--- config.mk ---
export PLATFORM = sky130hd
export DESIGN_NAME = instr_fetch
export DESIGN_NICKNAME = d
export VERILOG_FILES = /design/src/rtl/instr_fetch.sv
export SDC_FILE = /design/constraint.sdc
export NUM_CORES = 1
export LEC_CHECK = 0
export BUFFER_PORTS_ARGS = -buffer_cell sky130_fd_sc_hd__buf_2
export CAP_MARGIN = 5
export CORE_ASPECT_RATIO = 2
export CORE_MARGIN = 1.5
export CORE_UTILIZATION = 45
export DETAILED_ROUTE_END_ITERATION = 16
export PLACE_DENSITY = 0.77
export SETUP_SLACK_MARGIN = 0.02
export SLEW_MARGIN = 15
export SYNTH_ARGS = -nofsm -noshare
export SYNTH_HDL_FRONTEND = slang
export SYNTH_SLANG_ARGS = --single-unit
--- constraint.sdc ---
create_clock -name clk -period 3 [get_ports clk]
set_clock_uncertainty 0.05 [all_clocks]
set_input_delay 0.3 -clock clk [delete_from_list [all_inputs] [get_ports clk]]
set_output_delay 0.3 -clock clk [all_outputs]
set_load 0.005 [all_outputs]
--- src/rtl/instr_fetch.sv ---
// instr_fetch: RV32 instruction fetch stage.
// Owns the program counter, drives the word address into a one-cycle-latency
// instruction memory, and presents each returned word to decode with its PC.
// Optional build macro: RV32_FETCH_FAULT_EN adds illegal-address detection,
// the if_fault output, a HALT mode and a dbg_mode state output.
//
// Handshake: if_valid/if_pc/if_instr form the producer side; decode consumes an
// instruction on a cycle where if_valid & ~stall. While stall is high the
// outputs hold bit-for-bit (the held address is replayed so instr stays put).
// redirect_valid always wins over stall and discards whatever was on if_*.
module instr_fetch #(
  parameter logic [31:0] RESET_PC  = 32'h0100_0000
`ifdef RV32_FETCH_FAULT_EN
  ,
  parameter logic [31:0] IMEM_BASE = 32'h0100_0000,
  parameter logic [31:0] IMEM_LAST = 32'h0100_07FC
`endif
) (
  input  logic        clk,
  input  logic        rst,
  input  logic        stall,
  input  logic        redirect_valid,
  input  logic [31:0] redirect_pc,
  output logic [31:0] instr_addr,
  input  logic [31:0] instr,
  output logic        if_valid,
  output logic [31:0] if_pc,
  output logic [31:0] if_instr
`ifdef RV32_FETCH_FAULT_EN
  ,
  output logic        if_fault,
  output logic [0:0]  dbg_mode
`endif
);

  // Next sequential fetch address.
  logic [31:0] r_pc_q;
  // Address the memory latched on the last edge, and its qualifier.
  logic [31:0] r_resp_pc;
  logic        r_resp_valid;
  logic [31:0] w_instr_addr;
  logic        w_halt;

`ifdef RV32_FETCH_FAULT_EN
  localparam logic [0:0] MODE_RUN  = 1'b0;
  localparam logic [0:0] MODE_HALT = 1'b1;
  localparam logic [31:0] NOP_WORD = 32'h0000_0013;

  logic [0:0] r_mode;
  // The latched response address was illegal; the word shown is a NOP.
  logic       r_resp_fault;

  function automatic logic is_illegal(input logic [31:0] a);
    return (a[1:0] != 2'b00) || (a < IMEM_BASE) || (a > IMEM_LAST);
  endfunction

  assign w_halt   = (r_mode == MODE_HALT);
  assign if_fault = r_resp_valid & r_resp_fault;
  assign if_instr = r_resp_fault ? NOP_WORD : instr;
  assign dbg_mode = r_mode;
`else
  assign w_halt   = 1'b0;
  assign if_instr = instr;
`endif

  // Memory address select: reset, redirect, replay (stall or halt), sequential.
  always_comb begin
    w_instr_addr = r_pc_q;
    if (rst)                  w_instr_addr = RESET_PC;
    else if (redirect_valid)  w_instr_addr = redirect_pc;
    else if (w_halt || stall) w_instr_addr = r_resp_pc;
  end

  assign instr_addr = w_instr_addr;
  assign if_valid   = r_resp_valid;
  assign if_pc      = r_resp_pc;

  // PC / response tracking with the same priority as the address select.
  always_ff @(posedge clk) begin
    if (rst) begin
      r_pc_q       <= RESET_PC;
      r_resp_pc    <= 32'h0;
      r_resp_valid <= 1'b0;
`ifdef RV32_FETCH_FAULT_EN
      r_mode       <= MODE_RUN;
      r_resp_fault <= 1'b0;
`endif
    end else if (redirect_valid) begin
      r_resp_pc    <= redirect_pc;
      r_resp_valid <= 1'b1;
      r_pc_q       <= redirect_pc + 32'd4;
`ifdef RV32_FETCH_FAULT_EN
      // An illegal target is shown once as a fault, then halts again.
      r_mode       <= MODE_RUN;
      r_resp_fault <= is_illegal(redirect_pc);
`endif
    end else if (stall || w_halt) begin
      r_pc_q       <= r_pc_q;
`ifdef RV32_FETCH_FAULT_EN
    end else if (r_resp_valid && r_resp_fault) begin
      // Fault NOP consumed by decode: stop fetching until redirected.
      r_mode       <= MODE_HALT;
      r_resp_valid <= 1'b0;
`endif
    end else begin
      r_resp_pc    <= r_pc_q;
      r_resp_valid <= 1'b1;
      r_pc_q       <= r_pc_q + 32'd4;
`ifdef RV32_FETCH_FAULT_EN
      r_resp_fault <= is_illegal(r_pc_q);
`endif
    end
  end

endmodule
==> results.md, run 1 <==
* Hold buffers post-CTS at 0
* Worst slack, placed at 0.422 ns
* TritonCTS clock tree: yes
* Total track usage at 23.9%
* Clock power frac at 42.8%
* Cell count after synthesis at 563
* Status: finished, final reports clean
* Critical path origin: r_pc_q[2]$_SDFFE_PP0N_
* HPWL reported at the end of detailed placement at 8760 um
* Clock-pin transition on the worst setup and hold timing paths at 0.06 ns
* Synth area leaders: dfxtp_1 (30%), mux2i_1 (9.7%), nor2_1 (9.5%), buf_4 (5.7%), a21oi_1 (5.2%)
* RePlAce Congestion at 0.929
* Final instance area at 5000 um2
* RR Startpoint: r_pc_q[2]$_SDFFE_PP0N_
* Chip width at 72.5 um
* Via count at 4283
* RSZ-0062 raised after global routing: false
* Reg power frac at 40.1%
* CTS max path bufs at 2
* Peak supply drop at 369 uV
* Fillcell total at 892
* Layout cells sized above 1 at 23.6%
* Remaining Overflow, GRT at 0
* Arrival @ worst endpoint at 2.54 ns
* Starting density of the core at 46.3%
* Async S/R FF share, synth at 0%
* P_int at 1.76 mW
* Site Rows at 50
* Synth warn at 0
* DR iter-0 viols at 304
* Max Slew Vio Count at 0
* Crit. End Element: register
* Antenna cells at 0
* CP Max Fanout at 7
* Final Worst Setup Slack at 0.638 ns
* WS Path Type: register to register
* Hold crit path type: input pin to register
* Leakage power at 2.19 nW
* Number of synthesized flops with an enable pin at 0
* Required time of the critical path at 3.17 ns
* Post-synth top area share at 29.9%
* Routed WL at 12100 um
* Synth area leader: dfxtp_1
* Largest net degree at the start of global routing at 59
* PD cells at 490 nW/um2
* Setup TNS at 0 ns
* Synthesized area per cell at 7.72 um2
* Clk Latency, worst-skew pair at 0.34 ns
* Initial antenna violation count at 0
* Chip height at 142 um
* Period utilisation layout at 78.7%
* Sw frac at 28.2%
* Count of final hold-check violations at 0
* Initial DRT Pass Iterations at 4
* First-pass GRT wire length at 19100 um
* CTS Root Cell: clkbuf_16
* Yosys reg bits at 65
* CP Launch Type: register
* Netlist cell types at 60
* Final Total Pwr at 2.45 mW
* Syn Nets at 632
* Final setup fails at 0
* WL per Instance at 16.6 um
* Worst hold start: redirect_pc[0]
* Htree depth at 3
* Antenna-violating nets left at 0
* CTS sink count at 65
* Dominant synthesized flop cell: dfxtp_1
* Nets at 688
* Mean number of vias per cell at 5.88
* Sequential area share after synthesis at 29.9%
* Sw power at 0.691 mW
* Port Buffers at 100
* Power share of the combinational group at 17.1%
* Post-route minimum period at 2.36 ns
* Number of global-route vias before repair at 4068
* TritonCTS Buffers at 9
* Sequential cell area at 1300 um2
* Core region area at 9380 um2
* Max Fclk at 423 MHz
* # IOs at 165
* Total setup buffers inserted after CTS at 0
* Synth Cell Area at 4350 um2
* R2r setup slk at 0.64 ns
* Max_slew headroom at 59.0%
* Post-DP Area at 4700 um2
* DRC Markers at 0
* Maxcap violations at 0
* DIE AREA at 10300 um2
* Area delta synth->final at 14.9%
* Area occupied by multi-input gates at 2630 um2
* Worst Tran Pin Value at 0.615 ns
* Post-cts sizing count at 0
## synth_stat cells, types with 8 or more instances
cell type	n
a211oi_1	16
a21oi_1	45
buf_1	8
buf_4	33
clkbuf_1	20
dfxtp_1	65
mux2i_1	42
nand2_1	39
nand3_1	27
nand3b_1	8
nand4_1	11
nor2_1	110
nor3_1	10
o21ai_0	19
xnor2_1	20
xor2_1	12
## routing by layer
layer | global-route usage, % | share of wire [%]
met5 | 0 | 0
met3 | 3.82 | 4.9
met4 | 17.1 | 5.1
met2 | 43.7 | 55
met1 | 23.5 | 35
## critical path, cell delays in order, from the launching register on
cell	delay (ns)
dfxtp_1	0.40
mux2_2	0.20
ha_1	0.25
nand4_1	0.17
a21oi_2	0.35
and4_1	0.34
nand3_1	0.12
xor2_1	0.15
a22o_1	0.23
## cell usage in the layout (no fill, tap or decap), types with 11 or more instances in the layout
master / count
a21oi_1: 44
xor2_1: 12
o21ai_0: 19
a211oi_1: 16
nor2_1: 110
nand2_1: 39
nand3_1: 27
buf_4: 12
xnor2_1: 20
nand4_1: 11
mux2i_1: 42
buf_2: 99
dfxtp_1: 65
## through the flow
| stage | std cells | utilization (%) | hold WS, ns |
|---|---|---|---|
| finish | 728 | 53.3 | 0.173 |
| global route | 728 | 53.3 | 0.185 |
| CTS | 728 | 53.3 | 0.167 |
| detailed placement | 712 | 50.1 | 0.413 |
| global placement | 712 | 50.1 | 0.411 |
| floorplan | 563 | - | 0.394 |
## registers in the layout (all words and copies together), names as in the netlist
| signal | count |
|---|---|
| r_pc_q | 32 |
| if_pc | 32 |
| if_valid | 1 |
## layout make-up
| cell class | instances | share of cell area [%] |
|---|---|---|
| clock buffer | 10 | 4.78 |
| clock inverter | 6 | 1.15 |
| inverter | 5 | 0.376 |
| multi-input combinational | 425 | 52.5 |
| sequential | 65 | 26.0 |
| tap | 104 | 2.60 |
| timing repair buffer | 113 | 12.5 |
## worst paths after layout
kind	endpoint	cells after the start
setup reg to reg	r_pc_q[26]$_SDFFE_PP0N_	8
hold / removal	r_pc_q[0]$_SDFFE_PP0P_	3
setup / recovery	r_pc_q[26]$_SDFFE_PP0N_	8
hold reg to reg	if_valid$_SDFFE_PP0N_	2
## power groups by stage
stage | clock, mW | combinational, mW | sequential (mW)
floorplan | 0 | 0.301 | 0.985
CTS | 1.07 | 0.418 | 0.980
finish | 1.05 | 0.419 | 0.982
detailed placement | 0 | 0.415 | 0.998
global route | 1.10 | 0.465 | 0.986
global placement | 0 | 0.404 | 0.996
## logic make-up (layout without fill, tap and decap cells)
family / Yosys count / in the layout / synth area share, %
flops: 65 / 65 / 29.9
xor+xnor: 32 / 32 / 6.45
compound gates: 111 / 111 / 16.1
buf+inv: 73 / 134 / 9.78
mux: 47 / 47 / 11.0
fa+ha+maj: 1 / 1 / 0.288
simple gates: 234 / 234 / 26.5
(Power assumes the default switching activity.)
==> run 2: changes to the inputs <==
- ABC_AREA: unset -> 1
- clock period: 3 -> 1.9 ns (I/O delays scaled with it)
==> results.md, run 2 <==
* Htree depth at 3 (unchanged)
* Post-synth top cells: nand2_1 (181), a21oi_1 (80), dfxtp_1 (65)
* HPWL reported at the end of detailed placement at 9020 um (+3.0%)
* RR Startpoint: r_pc_q[2]$_SDFFE_PP0N_
* Post-synthesis adder-cell area fraction at 0.291% (+0.0035 points)
* Cell count after synthesis at 630 (+12%)
* Fillcell total at 891 (-0.11%)
* Largest family of logic cells by synthesized area: simple AND/OR/NAND/NOR gates
* Hold Crit Endpoint: if_pc[8]$_SDFF_PP0_
* DRC Markers at 0 (unchanged)
* CP Launch Type: input pin
* Post-synthesis compound-gate area fraction at 19.1% (+3.1 points)
* Clock-pin transition on the worst setup and hold timing paths at 0.05 ns (about the same)
* Hold Path Depth at 3 (unchanged)
* Antenna-violating nets left at 0 (unchanged)
* Nets at 777 (+13%)
* Mean number of vias per cell at 5.10 (-13%)
* Commonest non-fill, non-tap cells in the layout: nand2_1 (181), buf_2 (100), a21oi_1 (80), dfxtp_1 (65), inv_1 (39)
* Number of synthesized flops with an enable pin at 0 (unchanged)
* Hold crit path type: input pin to register
* CTS sink count at 65 (unchanged)
* Largest net degree at the start of global routing at 50 (-15%)
* Hold buffers post-CTS at 0 (unchanged)
* Number of global-route vias before repair at 4061 (-0.17%)
* Antenna cells at 0 (unchanged)
* Final Worst Setup Slack at 0.0946 ns (-0.543 ns)
* Synthesized area per cell at 6.82 um2 (-12%)
* Area occupied by multi-input gates at 2400 um2 (-8.4%)
* Worst slack, placed at -0.0271 ns (-0.449 ns)
* Total track usage at 24.0% (+0.076 points)
* Worst R2R Path Depth at 11 (+3)
* Synth warn at 0 (unchanged)
* Reg2reg end: r_pc_q[22]$_SDFFE_PP0N_
* Sw frac at 27.4% (-0.76 points)
* Starting density of the core at 46.1% (-0.25 points)
* Sequential cell area at 1300 um2 (unchanged)
* Crit. End Element: primary output
* Status: finished, final reports clean
* Remaining Overflow, GRT at 0 (unchanged)
* WL per Instance at 14.7 um (-11%)
* Worst Tran Pin Value at 0.437 ns (-0.178 ns)
* Chip height at 141 um (-0.59%)
* Max Fclk at 554 MHz
* Synth area leaders: dfxtp_1 (30%), nand2_1 (16%), a21oi_1 (9.3%), buf_4 (5.8%), nand2_2 (4.7%)
* Clock power frac at 43.1% (+0.3 points)
* XOR/XNOR share of the synthesized area at 2.04% (-4.4 points)
* Clk Latency, worst-skew pair at 0.34 ns (about the same)
* Dominant synthesized flop cell: dfxtp_1
* TritonCTS clock tree: yes
* Site Rows at 50 (unchanged)
* Most common cell after layout, fill and taps aside: nand2_1
* Sw power at 1.09 mW (+58%)
* R2r setup slk at 0.12 ns (-0.52 ns)
* Mux cell area share after synthesis at 0% (-11 points)
* Via count at 4164 (-2.8%)
* Area delta synth->final at 18.9%
* PD cells at 779 nW/um2 (+59%)
* P_int at 2.89 mW (+64%)
* Top-count cell post-synth: nand2_1
* # IOs at 165 (unchanged)
* DIE AREA at 10200 um2 (-1.2%)
* Period utilisation layout at 95.0%
* Non-filler cells in the finished layout at 817 (+12%)
* Power share of the combinational group at 18.9% (+1.8 points)
* Post-synth top area share at 30.3% (+0.37 points)
* Layout cells sized above 1 at 32.0% (+8.4 points)
* Reg power frac at 38.0% (-2.1 points)
* CTS max path bufs at 2 (unchanged)
* Sequential area share after synthesis at 30.3% (+0.37 points)
* Routed WL at 12000 um (-0.56%)
* Final core occ at 54.8% (+1.5 points)
* Count of final hold-check violations at 0 (unchanged)
* Synth area leader: dfxtp_1
* Final setup fails at 0 (unchanged)
* Synth Cell Area at 4300 um2 (-1.2%)
* Initial DRT Pass Iterations at 4 (unchanged)
* Post-route minimum period at 1.81 ns
* Placed cell count at 800 (+12%)
* Maxcap violations at 0 (unchanged)
* Yosys reg bits at 65 (unchanged)
* Syn Nets at 699 (+11%)
* Netlist cell types at 36 (-40%)
* Max_slew headroom at 70.9% (+12 points)
* Initial antenna violation count at 0 (unchanged)
* Max Slew Vio Count at 0 (unchanged)
* CTS Root Cell: clkbuf_16
* Chip width at 72.1 um (-0.58%)
* Peak supply drop at 559 uV (+52%)
* First-pass GRT wire length at 19200 um (+0.36%)
* Port Buffers at 100 (unchanged)
* RePlAce Congestion at 0.938 (+0.95%)
* Arrival @ worst endpoint at 1.57 ns (-0.97 ns)
* Async S/R FF share, synth at 0% (unchanged)
* CP Max Fanout at 15 (+8)
* WS Path Type: input pin to primary output
* Worst hold start: redirect_pc[8]
* DR iter-0 viols at 223 (-27%)
* TritonCTS Buffers at 9 (unchanged)
* Core region area at 9320 um2 (-0.67%)
* Post-synthesis simple-gate area fraction at 34.2% (+7.7 points)
* RSZ-0062 raised after global routing: true
* Required time of the critical path at 1.66 ns (-1.51 ns)
* Leakage power at 2.56 nW (+17%)
run 2: worst max path at each step:
stage | start | end | slack (ns) | cells past startpoint
CTS | r_pc_q[2]$_SDFFE_PP0N_ | r_pc_q[22]$_SDFFE_PP0N_ | 0.09 | 11
global placement | redirect_valid | r_pc_q[16]$_SDFFE_PP0N_ | 0.004 | 10
floorplan | redirect_valid | r_pc_q[30]$_SDFFE_PP0N_ | 0.04 | 14
global route | r_pc_q[2]$_SDFFE_PP0N_ | r_pc_q[22]$_SDFFE_PP0N_ | -0.01 | 11
finish | redirect_valid | instr_addr[0] | 0.09 | 10
detailed placement | redirect_valid | r_pc_q[16]$_SDFFE_PP0N_ | -0.03 | 10
run 2: power by group through the flow:
stage               logic [mW]  registers, mW  clock network, mW
finish                   0.751           1.51               1.71
global route             0.837           1.52               1.80
CTS                      0.745           1.51               1.74
detailed placement       0.743           1.54                  0
global placement         0.727           1.53                  0
floorplan                0.531           1.53                  0
run 2: critical path, stage by stage:
cell	delay, ns
buf_2	0.15
buf_12	0.16
buf_4	0.16
nor2_4	0.13
inv_2	0.09
buf_4	0.20
nand2_1	0.07
o21ai_0	0.11
a21oi_1	0.16
buf_2	0.14
run 2: per-stage QoR:
stage	instance area [um2]	total power, mW	hold WS (ns)	TNS [ns]
floorplan	4300	2.07	0.299	0
global placement	4760	2.26	0.330	0
detailed placement	4760	2.28	0.330	-0.0809
CTS	5070	3.99	0.0928	0
global route	5110	4.16	0.100	-0.0113
finish	5110	3.98	0.0963	0
run 2: final cells by class:
class	count	share of cell area [%]
clock buffer	14	5.37
sequential	65	25.5
clock inverter	2	0.686
tap	104	2.55
timing repair buffer	127	15.3
inverter	46	3.48
multi-input combinational	459	47.1
run 2: timing repair:
item                       in CTS  in global routing
resized for setup               0                  5
setup endpoints to repair       0                  8
setup buffers                   0                  0
run 2: cells by family after synthesis:
group,count (synthesis)
AND/OR/NAND/NOR,299
AO/OA/AOI/OAI,149
buffers and inverters,106
flip-flops,65
XOR/XNOR,10
adder cells (fa/ha/maj),1
run 2: metal layers:
metal / part of all wire, % / vias to the layer above / GRT usage, % / wire length [um]
met1: 38 / 1872 / 25.5 / 4560
li1: - / 2155 / - / -
met3: 4.3 / 47 / 3.57 / 511
met4: 4.5 / 0 / 14.1 / 537
met2: 53 / 90 / 43.2 / 6380
met5: 0 / - / 0 / 0
==> run 3: changes to the inputs <==
- GPL_TIMING_DRIVEN: unset -> 0
==> results.md, run 3 (synthesized netlist as in run 2, its figures left out) <==
* Largest net degree at the start of global routing at 12 (-76%)
* Final setup fails at 0 (unchanged)
* Hold buffers post-CTS at 0 (unchanged)
* Initial antenna violation count at 0 (unchanged)
* Period utilisation layout at 94.4% (-0.60 points)
* CTS max path bufs at 2 (unchanged)
* PD cells at 733 nW/um2 (-5.9%)
* Clk Latency, worst-skew pair at 0.33 ns (about the same)
* Worst R2R Path Depth at 11 (unchanged)
* Antenna-violating nets left at 0 (unchanged)
* Sw power at 1.17 mW (+6.9%)
* WS Path Type: input pin to primary output
* Power share of the combinational group at 21.1% (+2.2 points)
* Total track usage at 27.6% (+3.7 points)
* GR peak layer: met2
* Number of global-route vias before repair at 4293 (+5.7%)
* Met3 Use GR at 3.29% (-0.29 points)
* Leakage power at 2.78 nW (+8.4%)
* P_int at 2.82 mW (-2.2%)
* Routed WL at 13900 um (+16%)
* Antenna cells at 0 (unchanged)
* Reg power frac at 37.9% (about the same)
* TritonCTS clock tree: yes
* GRT met1 Usage at 28.9% (+3.3 points)
* Via count at 4573 (+9.8%)
* Max Fclk at 557 MHz (+0.63%)
* Non-filler cells in the finished layout at 884 (+8.2%)
* Clock power frac at 41.1% (-2.0 points)
* Peak supply drop at 495 uV (-11%)
* Core region area at 9320 um2 (unchanged)
* TritonCTS Buffers at 9 (unchanged)
* Mean number of vias per cell at 5.17 (+1.5%)
* Chip width at 72.1 um (unchanged)
* Crit. End Element: primary output
* Met2 GRT Util at 53.6% (+10 points)
* Critical path origin: redirect_valid
* Setup TNS at 0 ns (unchanged)
* Commonest non-fill, non-tap cells in the layout: nand2_1 (179), buf_2 (135), a21oi_1 (80), dfxtp_1 (64), buf_4 (39)
* Remaining Overflow, GRT at 0 (unchanged)
* WL per Instance at 15.7 um (+7.3%)
* Required time of the critical path at 1.66 ns (about the same)
* RSZ-0062 raised after global routing: true
* RR Startpoint: r_pc_q[2]$_SDFFE_PP0N_
* Site Rows at 50 (unchanged)
* DR iter-0 viols at 216 (-3.1%)
* First-pass GRT wire length at 21400 um (+12%)
* Initial DRT Pass Iterations at 5 (+1)
* Worst setup path endpoint: instr_addr[26]
* DIE AREA at 10200 um2 (unchanged)
* DRC Markers at 0 (unchanged)
* Htree depth at 3 (unchanged)
* CTS Root Cell: clkbuf_16
* Chip height at 141 um (unchanged)
* Reg2reg end: r_pc_q[18]$_SDFFE_PP0N_
* Layout cells sized above 1 at 36.8% (+4.8 points)
* Maxcap violations at 0 (unchanged)
* R2r setup slk at 0.11 ns (about the same)
* Clock-pin transition on the worst setup and hold timing paths at 0.06 ns (about the same)
* Status: finished, final reports clean
* CP Launch Type: input pin
* Sw frac at 29.2% (+1.8 points)
* Area delta synth->final at 26.7%
* HPWL reported at the end of detailed placement at 11000 um (+22%)
* Count of final hold-check violations at 0 (unchanged)
* Max_slew headroom at 51.2% (-20 points)
* Arrival @ worst endpoint at 1.55 ns (-0.02 ns)
* Worst Tran Pin Value at 0.733 ns (+0.296 ns)
* Most common cell after layout, fill and taps aside: nand2_1
* CP Max Fanout at 10 (-5)
* Hold crit path type: input pin to register
* Max Slew Vio Count at 0 (unchanged)
* Placed cell count at 864 (+8.0%)
* Fillcell total at 895 (+0.45%)
* RePlAce Congestion at 0.913 (-2.7%)
* Port Buffers at 130 (+30%)
* Starting density of the core at 46.1% (unchanged)
* # IOs at 165 (unchanged)
* Post-route minimum period at 1.79 ns (-0.0113 ns)
* Nets at 844 (+8.6%)
* CTS sink count at 65 (unchanged)
==> run 3: cell count changes in the layout (fill, tap and decap cells not counted), sizes merged <==
cell and delta:
clkinv +1, clkinvlp +2, buf +55, clkbuf +9
==> run 3: cell type report <==
class	count	area, um2	area share, %
flip-flops and latches	65	1300	23.9
clock inverters	5	56.3	1.03
plain buffers	60	437	8.03
multi-input cells	459	2420	44.5
repair buffers	134	681	12.5
clock buffers	11	233	4.28
well taps	104	130	2.39
inverters	46	181	3.33
==> run 3: worst max-delay path, cell delays in order <==
cell     delay, ns
buf_6         0.12
buf_12        0.18
buf_6         0.17
nor2_4        0.05
inv_2         0.17
buf_6         0.19
nand2_1       0.06
o21ai_0       0.13
a21oi_1       0.12
buf_2         0.16
==> run 3: routing by layer <==
metal / routed length [um] / vias to the layer above
met5: 0 / -
met4: 284 / 0
met3: 721 / 17
met2: 7910 / 176
met1: 5000 / 2088
li1: - / 2292
==> run 3: per-stage QoR <==
step           util [%]  hold WS, ns  setup WS, ns  power, mW  instance area [um2]
6_report           58.4       0.0929         0.106       3.99                 5440
5_1_grt            58.4        0.104       -0.0116       4.16                 5440
4_1_cts            57.8       0.0839        0.0530       4.01                 5390
3_5_place_dp       54.5        0.405        -0.296       2.37                 5080
3_3_place_gp       54.5        0.404        -0.262       2.35                 5080
2_1_floorplan         -        0.299        0.0359       2.07                 4300
==> run 3: worst min path at each step <==
stage / slack [ns] / cells past startpoint / start / end
after CTS: 0.08 / 3 / redirect_pc[6] / if_pc[6]$_SDFF_PP0_
final: 0.09 / 3 / redirect_pc[6] / if_pc[6]$_SDFF_PP0_
after global placement: 0.40 / 2 / r_pc_q[28]$_SDFFE_PP0N_ / r_pc_q[28]$_SDFFE_PP0N_
after floorplan: 0.30 / 2 / redirect_pc[6] / if_pc[6]$_SDFF_PP0_
after global routing: 0.10 / 3 / redirect_pc[6] / if_pc[6]$_SDFF_PP0_
after detailed placement: 0.41 / 2 / r_pc_q[3]$_SDFFE_PP0N_ / r_pc_q[3]$_SDFFE_PP0N_
==> run 3: what timing repair did <==
action	in CTS	in global routing
hold endpoints to repair	0	0
pin swaps	3	6
buffers inserted	1	3
setup endpoints to repair	30	30
gates resized for setup	4	13
==> run 3: power by group through the flow <==
stage               registers (mW)  clock network (mW)  logic (mW)
floorplan                     1.53                   0       0.531
global placement              1.53                   0       0.818
detailed placement            1.54                   0       0.830
CTS                           1.51                1.66       0.839
global route                  1.52                1.71       0.929
finish                        1.51                1.64       0.840
